File: src/rtl/pipe_stage_regs_if.sv
// Bundle between fetch/hazard control (master) and the ID/EX/MEM/WB register bank (slave).
// PIPE_PERF_EN adds the stall_cnt/bubble_cnt performance counters.
interface pipe_stage_regs_if #(
   parameter int unsigned XLEN  = 32,
   parameter int unsigned CNT_W = 32
);
   logic [XLEN-1:0]  if_pc;
   logic [31:0]      if_instr;
   logic             if_valid;
   logic             pc_pause;
   logic [3:0]       pipe_pause;
   logic [3:0]       pipe_bubble;

   logic [XLEN-1:0]  id_pc;
   logic [31:0]      id_instr;
   logic             id_valid;
   logic [XLEN-1:0]  ex_pc;
   logic [31:0]      ex_instr;
   logic             ex_valid;
   logic [XLEN-1:0]  mem_pc;
   logic [31:0]      mem_instr;
   logic             mem_valid;
   logic [XLEN-1:0]  wb_pc;
   logic [31:0]      wb_instr;
   logic             wb_valid;
   logic [CNT_W-1:0] retire_cnt;
   logic             proto_err;
`ifdef PIPE_PERF_EN
   logic [CNT_W-1:0] stall_cnt;
   logic [CNT_W-1:0] bubble_cnt;
`endif

   modport master (
      output if_pc, if_instr, if_valid, pc_pause, pipe_pause, pipe_bubble,
      input  id_pc, id_instr, id_valid, ex_pc, ex_instr, ex_valid,
      input  mem_pc, mem_instr, mem_valid, wb_pc, wb_instr, wb_valid,
`ifdef PIPE_PERF_EN
      input  stall_cnt, bubble_cnt,
`endif
      input  retire_cnt, proto_err
   );

   modport slave (
      input  if_pc, if_instr, if_valid, pc_pause, pipe_pause, pipe_bubble,
      output id_pc, id_instr, id_valid, ex_pc, ex_instr, ex_valid,
      output mem_pc, mem_instr, mem_valid, wb_pc, wb_instr, wb_valid,
`ifdef PIPE_PERF_EN
      output stall_cnt, bubble_cnt,
`endif
      output retire_cnt, proto_err
   );
endinterface

File: src/rtl/pipe_stage_regs.sv
// ID/EX/MEM/WB pipeline registers driven by hazard-unit pause/bubble masks, with retire counter
// and sticky protocol-error flag. PIPE_PERF_EN adds stall and squash performance counters.
module pipe_stage_regs #(
   parameter int unsigned XLEN      = 32,
   parameter logic [31:0] NOP_INSTR = 32'h00000013,
   parameter int unsigned CNT_W     = 32
) (
   input logic             clk,
   input logic             rst_n,
   pipe_stage_regs_if.slave bus
);
   localparam int unsigned NumStages = 4;

   // Stage index 0..3 = ID, EX, MEM, WB (masks are ID-first from the MSB).
   logic [XLEN-1:0]  pc_q    [NumStages];
   logic [XLEN-1:0]  pc_d    [NumStages];
   logic [31:0]      instr_q [NumStages];
   logic [31:0]      instr_d [NumStages];
   logic [3:0]       valid_q;
   logic [3:0]       valid_d;
   logic [XLEN-1:0]  up_pc   [NumStages];
   logic [31:0]      up_instr[NumStages];
   logic [3:0]       up_valid;
   logic [3:0]       stage_pause;
   logic [3:0]       stage_bubble;
   logic [3:0]       up_held;
   logic [CNT_W-1:0] retire_cnt_q, retire_cnt_d;
   logic             proto_err_q, proto_err_d;
`ifdef PIPE_PERF_EN
   logic [CNT_W-1:0] stall_cnt_q, stall_cnt_d;
   logic [CNT_W-1:0] bubble_cnt_q, bubble_cnt_d;
   logic [2:0]       squash_cnt;
`endif

   always_comb begin
      stage_pause  = {bus.pipe_pause[0], bus.pipe_pause[1], bus.pipe_pause[2], bus.pipe_pause[3]};
      stage_bubble = {bus.pipe_bubble[0], bus.pipe_bubble[1], bus.pipe_bubble[2],
                      bus.pipe_bubble[3]};
      up_held      = {stage_pause[2:0], bus.pc_pause};

      up_pc[0]    = bus.if_pc;
      up_instr[0] = bus.if_instr;
      up_valid[0] = bus.if_valid;
      for (int s = 1; s < NumStages; s++) begin
         up_pc[s]    = pc_q[s-1];
         up_instr[s] = instr_q[s-1];
         up_valid[s] = valid_q[s-1];
      end
`ifdef PIPE_PERF_EN
      squash_cnt = '0;
`endif
      for (int s = 0; s < NumStages; s++) begin
         pc_d[s]    = up_pc[s];
         instr_d[s] = up_instr[s];
         valid_d[s] = up_valid[s];
         // A held upstream must not be duplicated, so an unpaused stage behind it takes a bubble.
         if (stage_bubble[s] || (!stage_pause[s] && up_held[s])) begin
            pc_d[s]    = '0;
            instr_d[s] = NOP_INSTR;
            valid_d[s] = 1'b0;
`ifdef PIPE_PERF_EN
            if (valid_q[s]) squash_cnt = squash_cnt + 3'd1;
`endif
         end else if (stage_pause[s]) begin
            pc_d[s]    = pc_q[s];
            instr_d[s] = instr_q[s];
            valid_d[s] = valid_q[s];
         end
      end

      proto_err_d  = proto_err_q | (|(stage_pause & ~up_held));
      retire_cnt_d = retire_cnt_q + CNT_W'(valid_q[3] & ~stage_pause[3]);
`ifdef PIPE_PERF_EN
      stall_cnt_d  = stall_cnt_q + CNT_W'(bus.pc_pause);
      bubble_cnt_d = bubble_cnt_q + CNT_W'(squash_cnt);
`endif
   end

   always_ff @(posedge clk or negedge rst_n) begin
      if (!rst_n) begin
         for (int s = 0; s < NumStages; s++) begin
            pc_q[s]    <= '0;
            instr_q[s] <= NOP_INSTR;
         end
         valid_q      <= '0;
         retire_cnt_q <= '0;
         proto_err_q  <= 1'b0;
`ifdef PIPE_PERF_EN
         stall_cnt_q  <= '0;
         bubble_cnt_q <= '0;
`endif
      end else begin
         for (int s = 0; s < NumStages; s++) begin
            pc_q[s]    <= pc_d[s];
            instr_q[s] <= instr_d[s];
         end
         valid_q      <= valid_d;
         retire_cnt_q <= retire_cnt_d;
         proto_err_q  <= proto_err_d;
`ifdef PIPE_PERF_EN
         stall_cnt_q  <= stall_cnt_d;
         bubble_cnt_q <= bubble_cnt_d;
`endif
      end
   end

   assign bus.id_pc      = pc_q[0];
   assign bus.id_instr   = instr_q[0];
   assign bus.id_valid   = valid_q[0];
   assign bus.ex_pc      = pc_q[1];
   assign bus.ex_instr   = instr_q[1];
   assign bus.ex_valid   = valid_q[1];
   assign bus.mem_pc     = pc_q[2];
   assign bus.mem_instr  = instr_q[2];
   assign bus.mem_valid  = valid_q[2];
   assign bus.wb_pc      = pc_q[3];
   assign bus.wb_instr   = instr_q[3];
   assign bus.wb_valid   = valid_q[3];
   assign bus.retire_cnt = retire_cnt_q;
   assign bus.proto_err  = proto_err_q;
`ifdef PIPE_PERF_EN
   assign bus.stall_cnt  = stall_cnt_q;
   assign bus.bubble_cnt = bubble_cnt_q;
`endif
endmodule
File: src/flat_wrapper.sv
// flat-port wrapper written by rule: the top's interface ports become plain ports
module pipe_stage_regs_flat 
#(
   parameter int unsigned XLEN      = 32,
   parameter logic [31:0] NOP_INSTR = 32'h00000013,
   parameter int unsigned CNT_W     = 32
)
  (clk, rst_n, bus_if_pc, bus_if_instr, bus_if_valid, bus_pc_pause, bus_pipe_pause, bus_pipe_bubble, bus_id_pc, bus_id_instr, bus_id_valid, bus_ex_pc, bus_ex_instr, bus_ex_valid, bus_mem_pc, bus_mem_instr, bus_mem_valid, bus_wb_pc, bus_wb_instr, bus_wb_valid, bus_retire_cnt, bus_proto_err);
  pipe_stage_regs_if #(.XLEN(XLEN), .CNT_W(CNT_W)) bus_i ();
  input logic clk;
  input logic rst_n;
  input wire logic [$bits(bus_i.if_pc)-1:0] bus_if_pc;
  input wire logic [$bits(bus_i.if_instr)-1:0] bus_if_instr;
  input wire logic [$bits(bus_i.if_valid)-1:0] bus_if_valid;
  input wire logic [$bits(bus_i.pc_pause)-1:0] bus_pc_pause;
  input wire logic [$bits(bus_i.pipe_pause)-1:0] bus_pipe_pause;
  input wire logic [$bits(bus_i.pipe_bubble)-1:0] bus_pipe_bubble;
  output wire logic [$bits(bus_i.id_pc)-1:0] bus_id_pc;
  output wire logic [$bits(bus_i.id_instr)-1:0] bus_id_instr;
  output wire logic [$bits(bus_i.id_valid)-1:0] bus_id_valid;
  output wire logic [$bits(bus_i.ex_pc)-1:0] bus_ex_pc;
  output wire logic [$bits(bus_i.ex_instr)-1:0] bus_ex_instr;
  output wire logic [$bits(bus_i.ex_valid)-1:0] bus_ex_valid;
  output wire logic [$bits(bus_i.mem_pc)-1:0] bus_mem_pc;
  output wire logic [$bits(bus_i.mem_instr)-1:0] bus_mem_instr;
  output wire logic [$bits(bus_i.mem_valid)-1:0] bus_mem_valid;
  output wire logic [$bits(bus_i.wb_pc)-1:0] bus_wb_pc;
  output wire logic [$bits(bus_i.wb_instr)-1:0] bus_wb_instr;
  output wire logic [$bits(bus_i.wb_valid)-1:0] bus_wb_valid;
  output wire logic [$bits(bus_i.retire_cnt)-1:0] bus_retire_cnt;
  output wire logic [$bits(bus_i.proto_err)-1:0] bus_proto_err;
  assign bus_i.if_pc = bus_if_pc;
  assign bus_i.if_instr = bus_if_instr;
  assign bus_i.if_valid = bus_if_valid;
  assign bus_i.pc_pause = bus_pc_pause;
  assign bus_i.pipe_pause = bus_pipe_pause;
  assign bus_i.pipe_bubble = bus_pipe_bubble;
  assign bus_id_pc = bus_i.id_pc;
  assign bus_id_instr = bus_i.id_instr;
  assign bus_id_valid = bus_i.id_valid;
  assign bus_ex_pc = bus_i.ex_pc;
  assign bus_ex_instr = bus_i.ex_instr;
  assign bus_ex_valid = bus_i.ex_valid;
  assign bus_mem_pc = bus_i.mem_pc;
  assign bus_mem_instr = bus_i.mem_instr;
  assign bus_mem_valid = bus_i.mem_valid;
  assign bus_wb_pc = bus_i.wb_pc;
  assign bus_wb_instr = bus_i.wb_instr;
  assign bus_wb_valid = bus_i.wb_valid;
  assign bus_retire_cnt = bus_i.retire_cnt;
  assign bus_proto_err = bus_i.proto_err;
  pipe_stage_regs #(.XLEN(XLEN), .NOP_INSTR(NOP_INSTR), .CNT_W(CNT_W)) u_core (.clk(clk), .rst_n(rst_n), .bus(bus_i));
endmodule
File: config.mk
export PLATFORM = sky130hd
export DESIGN_NAME = pipe_stage_regs_flat
export DESIGN_NICKNAME = d
export VERILOG_FILES = /design/src/rtl/pipe_stage_regs_if.sv /design/src/rtl/pipe_stage_regs.sv /design/src/flat_wrapper.sv
export SDC_FILE = /design/constraint.sdc
export NUM_CORES = 1
export LEC_CHECK = 0
export BUFFER_PORTS_ARGS = -buffer_cell sky130_fd_sc_hd__buf_2
export CAP_MARGIN = 15
export CORE_UTILIZATION = 45
export DETAILED_ROUTE_END_ITERATION = 7
export HOLD_SLACK_MARGIN = 0.03
export PLACE_DENSITY = 0.72
export SETUP_SLACK_MARGIN = 0.1
export SYNTH_ARGS = -nofsm -noshare
export SYNTH_HDL_FRONTEND = slang
export SYNTH_SLANG_ARGS = --single-unit
export TNS_END_PERCENT = 50
File: constraint.sdc
create_clock -name clk -period 3.1 [get_ports clk]
set_input_delay 0.465 -clock clk [delete_from_list [all_inputs] [get_ports clk]]
set_output_delay 0.465 -clock clk [all_outputs]
set_load 0.1 [all_outputs]
Word level (Yosys, flattened, before mapping)
Cells that the tools add are included.

$add $sub $neg: 1. Equality and inequality tests: 4. Muxes and demuxes: 24. Bitwise logic cells: 5. Reduce and logical (&&, ||, !) cells: 13.

Operator list (number): two-way mux 32 bit (16); adder 32 bit (1); AND 1 x 32 -> 32 bit (1); NOT 1 -> 32 bit (1); two-way mux 1 bit (8); inequality test 2 x 1 -> 1 bit (second input constant) (4); AND 4 bit (1); logical AND 1 bit (4); zero test 1 bit (4); logical OR 1 bit (4); NOT 4 bit (1); OR reduction 4 bit (1); OR 1 bit (1).

Register bits: 293. Bits of input ports: 76. Output and inout port bits: 293. Logic and storage cells: 61.

Longest topological paths before layout
Depth after elaboration: 4. Gate-level depth with buffers: 10.

Worst setup path after synthesis
Ideal clock, no wire load.

Path type: flip-flop to flip-flop. Start: register u_core.valid_q[3]. End: register u_core.retire_cnt_q[22], in the netlist u_core.bus.retire_cnt[22]. Library setup time: 159 ps. Arrival: 2384 ps. Required time: 2941 ps. Path slack: 557 ps. Cell stages (with the launch flop): 8. Path through: dfrtp_1 nor2b_1 ha_1 ha_1 nand3_1 nor4_4 nand4_1 xnor2_1.

Longest elaborated chain between the ends: 2.

Ends and longest elaborated chain: start: declaration (line pipe_stage_regs.sv:19) `logic [3:0] valid_q;`; start signal: assignment (line pipe_stage_regs.sv:97) `valid_q <= valid_d;`; AND 1 x 32 -> 32 bit (line pipe_stage_regs.sv:72) `retire_cnt_d = retire_cnt_q + CNT_W'(valid_q[3] & ~stage_pause[3]);`; adder 32 bit (line pipe_stage_regs.sv:72); named net u_core.retire_cnt_d[22] (line pipe_stage_regs.sv:27) `logic [CNT_W-1:0] retire_cnt_q, retire_cnt_d;`; end signal: assignment (line pipe_stage_regs.sv:98) `retire_cnt_q <= retire_cnt_d;`; end: declaration (line pipe_stage_regs.sv:27).

The timed path passes the listed nets, and every way through them passes these cells. A chain may end at the register's enable or synchronous reset.

Worst setup path after layout
Start: register u_core.valid_q[3]. End: register u_core.retire_cnt_q[24], in the netlist u_core.bus.retire_cnt[24].

The elaborated chain is that of the path after synthesis.

==> impl_metrics.env <==
export IMPL_routed_wl_mm=31.9
export IMPL_drt_iter0_markers=729
export IMPL_cts_sinks=293
export IMPL_r2r_slack_ns=0.92
export IMPL_cp_required_ns=3.55
export IMPL_syn_nets=1058
export IMPL_clockPowerShare_pct=42.1
export IMPL_rows=58
export IMPL_ys_async_sr_fraction_pct=100
export IMPL_ir_worst_vdd_mv=0.427
export IMPL_final_common_cell="buf_2"
export IMPL_yosysSeqAreaShare_pct=62.4
export IMPL_total_power_w=0.00859
export IMPL_reg2reg_depth=7
export IMPL_dieArea_sq_um=26800
export IMPL_crit_path_end="u_core.bus.retire_cnt[24]"
export IMPL_nets=1410
export IMPL_synth_area_leaders="dfrtp_1, mux2i_1, nor2_1, a22oi_1, dfstp_2"
export IMPL_gp_congestion=0.827
export IMPL_maxSlewViolCount=0
export IMPL_antenna_found_initial=3
export IMPL_yosysWarnings=0
export IMPL_seqPwrFrac_pct=46.0
export IMPL_setup_viol=0
export IMPL_area_delta_synth_final_pct=27.3
export IMPL_fin_cells=1684
export IMPL_crit_arrival_ns=2.63
export IMPL_ios=369
export IMPL_critPathKind="reg2reg"
export IMPL_grt_pass1_vias=8629
export IMPL_grt_first_pass_wirelength_mm=49.1
export IMPL_drive_gt1_share_pct=33.7
export IMPL_netlist_area_sq_um=11800
export IMPL_timing_rr_end="u_core.bus.retire_cnt[24]"
export IMPL_avgViaCountPerCell=5.22
export IMPL_cts_tree="yes"
export IMPL_hp_class="in2reg"
export IMPL_p_per_area_nw_per_um2=573
export IMPL_ys_seq_elements=293
export IMPL_p_int_w=0.00625
export IMPL_yosysTopAreaCell="dfrtp_1"
export IMPL_fin_setup_tns_ns=0
export IMPL_clk_path_buf_depth=3
export IMPL_cts_resized=0
export IMPL_syn_avg_cell_area_sq_um=12.0
export IMPL_rsz0062_at_grt="false"
export IMPL_switchingPower_w=0.00233
export IMPL_min_path_cells=3
export IMPL_ys_flop_type="dfrtp_1"
export IMPL_fill_cells=2163
export IMPL_relSlewSlack_pct=32.6
export IMPL_switching_share_pct=27.2
export IMPL_synth_edf_count=0
export IMPL_start_kind="flop"
export IMPL_hold_viol_final=0
export IMPL_tightestPinTransition_ns=1.01
export IMPL_die_h_microns=164
export IMPL_setup_worst_path_start="u_core.valid_q[3]"
export IMPL_grt_use_total_pct=23.5
export IMPL_root_buffer="clkbuf_16"
export IMPL_htree_levels=1
export IMPL_outcome="finished clean"
export IMPL_syn_inst=979
export IMPL_synth_top_cell_area_share_pct=59.8
export IMPL_via_count=8798
export IMPL_finalCritPeriodShare_pct=70.3
export IMPL_fmax_mhz=459
export IMPL_r2r_start="u_core.valid_q[3]"
export IMPL_detail_route_antenna_nets=0
export IMPL_p_leak_nw=8.29
export IMPL_drc=0
export IMPL_grt_overflow=0
export IMPL_clk_latency_ns=0.55
export IMPL_synth_distinct_cells=33
export IMPL_coreArea_sq_um=25400
export IMPL_post_dp_hpwl_mm=21.8
export IMPL_grt_max_degree=94
export IMPL_start_util_pct=46.3
export IMPL_wl_per_cell_microns=18.9
export IMPL_layout_min_cycle_time_ns=2.18
export IMPL_io_buffers=368
export IMPL_die_w_microns=164
export IMPL_first_pass_iters=4
export IMPL_crit_fanout=9
export IMPL_cts_clk_slew_worst_paths_ns=0.06
export IMPL_layout_common_cells="buf_2, dfrtp_1, nor2_1, mux2i_1, a22oi_1"
export IMPL_cap_violations=0
export IMPL_end_kind="flop"
export IMPL_dp_cells=1627
export IMPL_skew_ns=0.00624
export IMPL_final_util_pct=59.0
export IMPL_pwr_share_comb_pct=11.9
export IMPL_cts_buffers=31
==> logic make-up after synthesis <==
kind of cell	synth area share [%]
adders and majority gates	0.319
DFF	62.4
buffers and inverters	2.48
muxes	15.8
xor gates and xnor gates	2.23
AOI/OAI and AO/OA	5.08
and+or+nand+nor	11.6
==> cell type report <==
class / instances / area, sq um / area share, %
Multi-Input combinational cell: 616 / 4150 / 27.7
Timing Repair Buffer: 385 / 2050 / 13.7
Clock buffer: 43 / 891 / 5.95
Inverter: 4 / 15.0 / 0.100
Antenna cell: 2 / 5.00 / 0.0334
Sequential cell: 293 / 7350 / 49.0
Tap cell: 330 / 413 / 2.76
Clock inverter: 11 / 109 / 0.727
==> power by group through the flow <==
stage                     combinational [W]  sequential, W  clock [W]
after global placement              0.00102        0.00401          0
after global routing                0.00108        0.00395    0.00384
after floorplan                    0.000272        0.00447          0
after detailed placement            0.00103        0.00402          0
after CTS                           0.00103        0.00395    0.00368
final                               0.00102        0.00395    0.00362
==> worst max-delay path: stages (launching register included) <==
cell     delay (ns)
dfrtp_1        0.42
nor2b_1        0.23
ha_1           0.20
ha_1           0.23
nand3_1        0.15
nor4_4         0.44
nand3_1        0.19
xnor2_1        0.22
==> worst min-delay path by stage <==
stage,start,end,slack (ns)
after floorplan,rst_n,u_core.bus.ex_instr[10],0.17
after global placement,u_core.bus.proto_err,u_core.bus.proto_err,0.47
after detailed placement,u_core.bus.proto_err,u_core.bus.proto_err,0.47
after CTS,bus_if_pc[19],u_core.bus.id_pc[19],0.14
after global routing,bus_if_instr[30],u_core.bus.id_instr[30],0.14
final,bus_if_instr[20],u_core.bus.id_instr[20],0.16
==> sequential cells by signal, summed over array words and instances (netlist names) <==
| signal | flops |
|---|---|
| u_core.bus.proto_err | 1 |
| u_core.bus.wb_instr | 32 |
| u_core.bus.wb_pc | 32 |
| u_core.bus.id_instr | 32 |
| u_core.bus.id_pc | 32 |
| u_core.bus.mem_instr | 32 |
| u_core.valid_q | 4 |
| u_core.bus.mem_pc | 32 |
| u_core.bus.ex_instr | 32 |
| u_core.bus.retire_cnt | 32 |
| u_core.bus.ex_pc | 32 |
==> cell usage after synthesis, types with 3 or more instances <==
cell / number
clkbuf_1: 36
a211o_1: 9
nand2_1: 11
nand4_1: 11
and2_1: 4
dfrtp_1: 281
nor2b_1: 7
nand2b_1: 4
buf_2: 23
ha_1: 3
inv_1: 4
a22oi_1: 62
xnor2_1: 23
nor2_1: 255
nand3_1: 11
o22ai_1: 3
buf_1: 7
mux2i_1: 186
dfstp_2: 12
and4_1: 3
xor2_1: 7
==> what timing repair did <==
| item | CTS | global route |
|---|---|---|
| setup buffers | 0 | 0 |
| endpoints found under the hold margin | 83 | 0 |
| hold buffers | 1 | 0 |
| endpoints found under the setup margin | 0 | 0 |
==> per-layer routing <==
| metal | GRT usage, % | wire (microns) | part of all wire [%] | up-vias |
|---|---|---|---|---|
| li1 | - | - | - | 4059 |
| met1 | 29.9 | 13000 | 41 | 4399 |
| met2 | 40.2 | 16100 | 51 | 269 |
| met3 | 4.29 | 1710 | 5.4 | 69 |
| met4 | 8.46 | 1060 | 3.3 | 2 |
| met5 | 0 | 8 | 0.025 | - |
==> per-stage QoR <==
| stage | area [sq um] | setup WS, ns | hold slack (ns) |
|---|---|---|---|
| final | 15000 | 0.920 | 0.159 |
| after global routing | 15000 | 0.725 | 0.144 |
| after CTS | 15000 | 0.883 | 0.138 |
| after detailed placement | 14000 | 0.703 | 0.470 |
| after global placement | 14000 | 0.802 | 0.465 |
| after floorplan | 11800 | 0.557 | 0.169 |
Power figures use the tool's default switching activity.
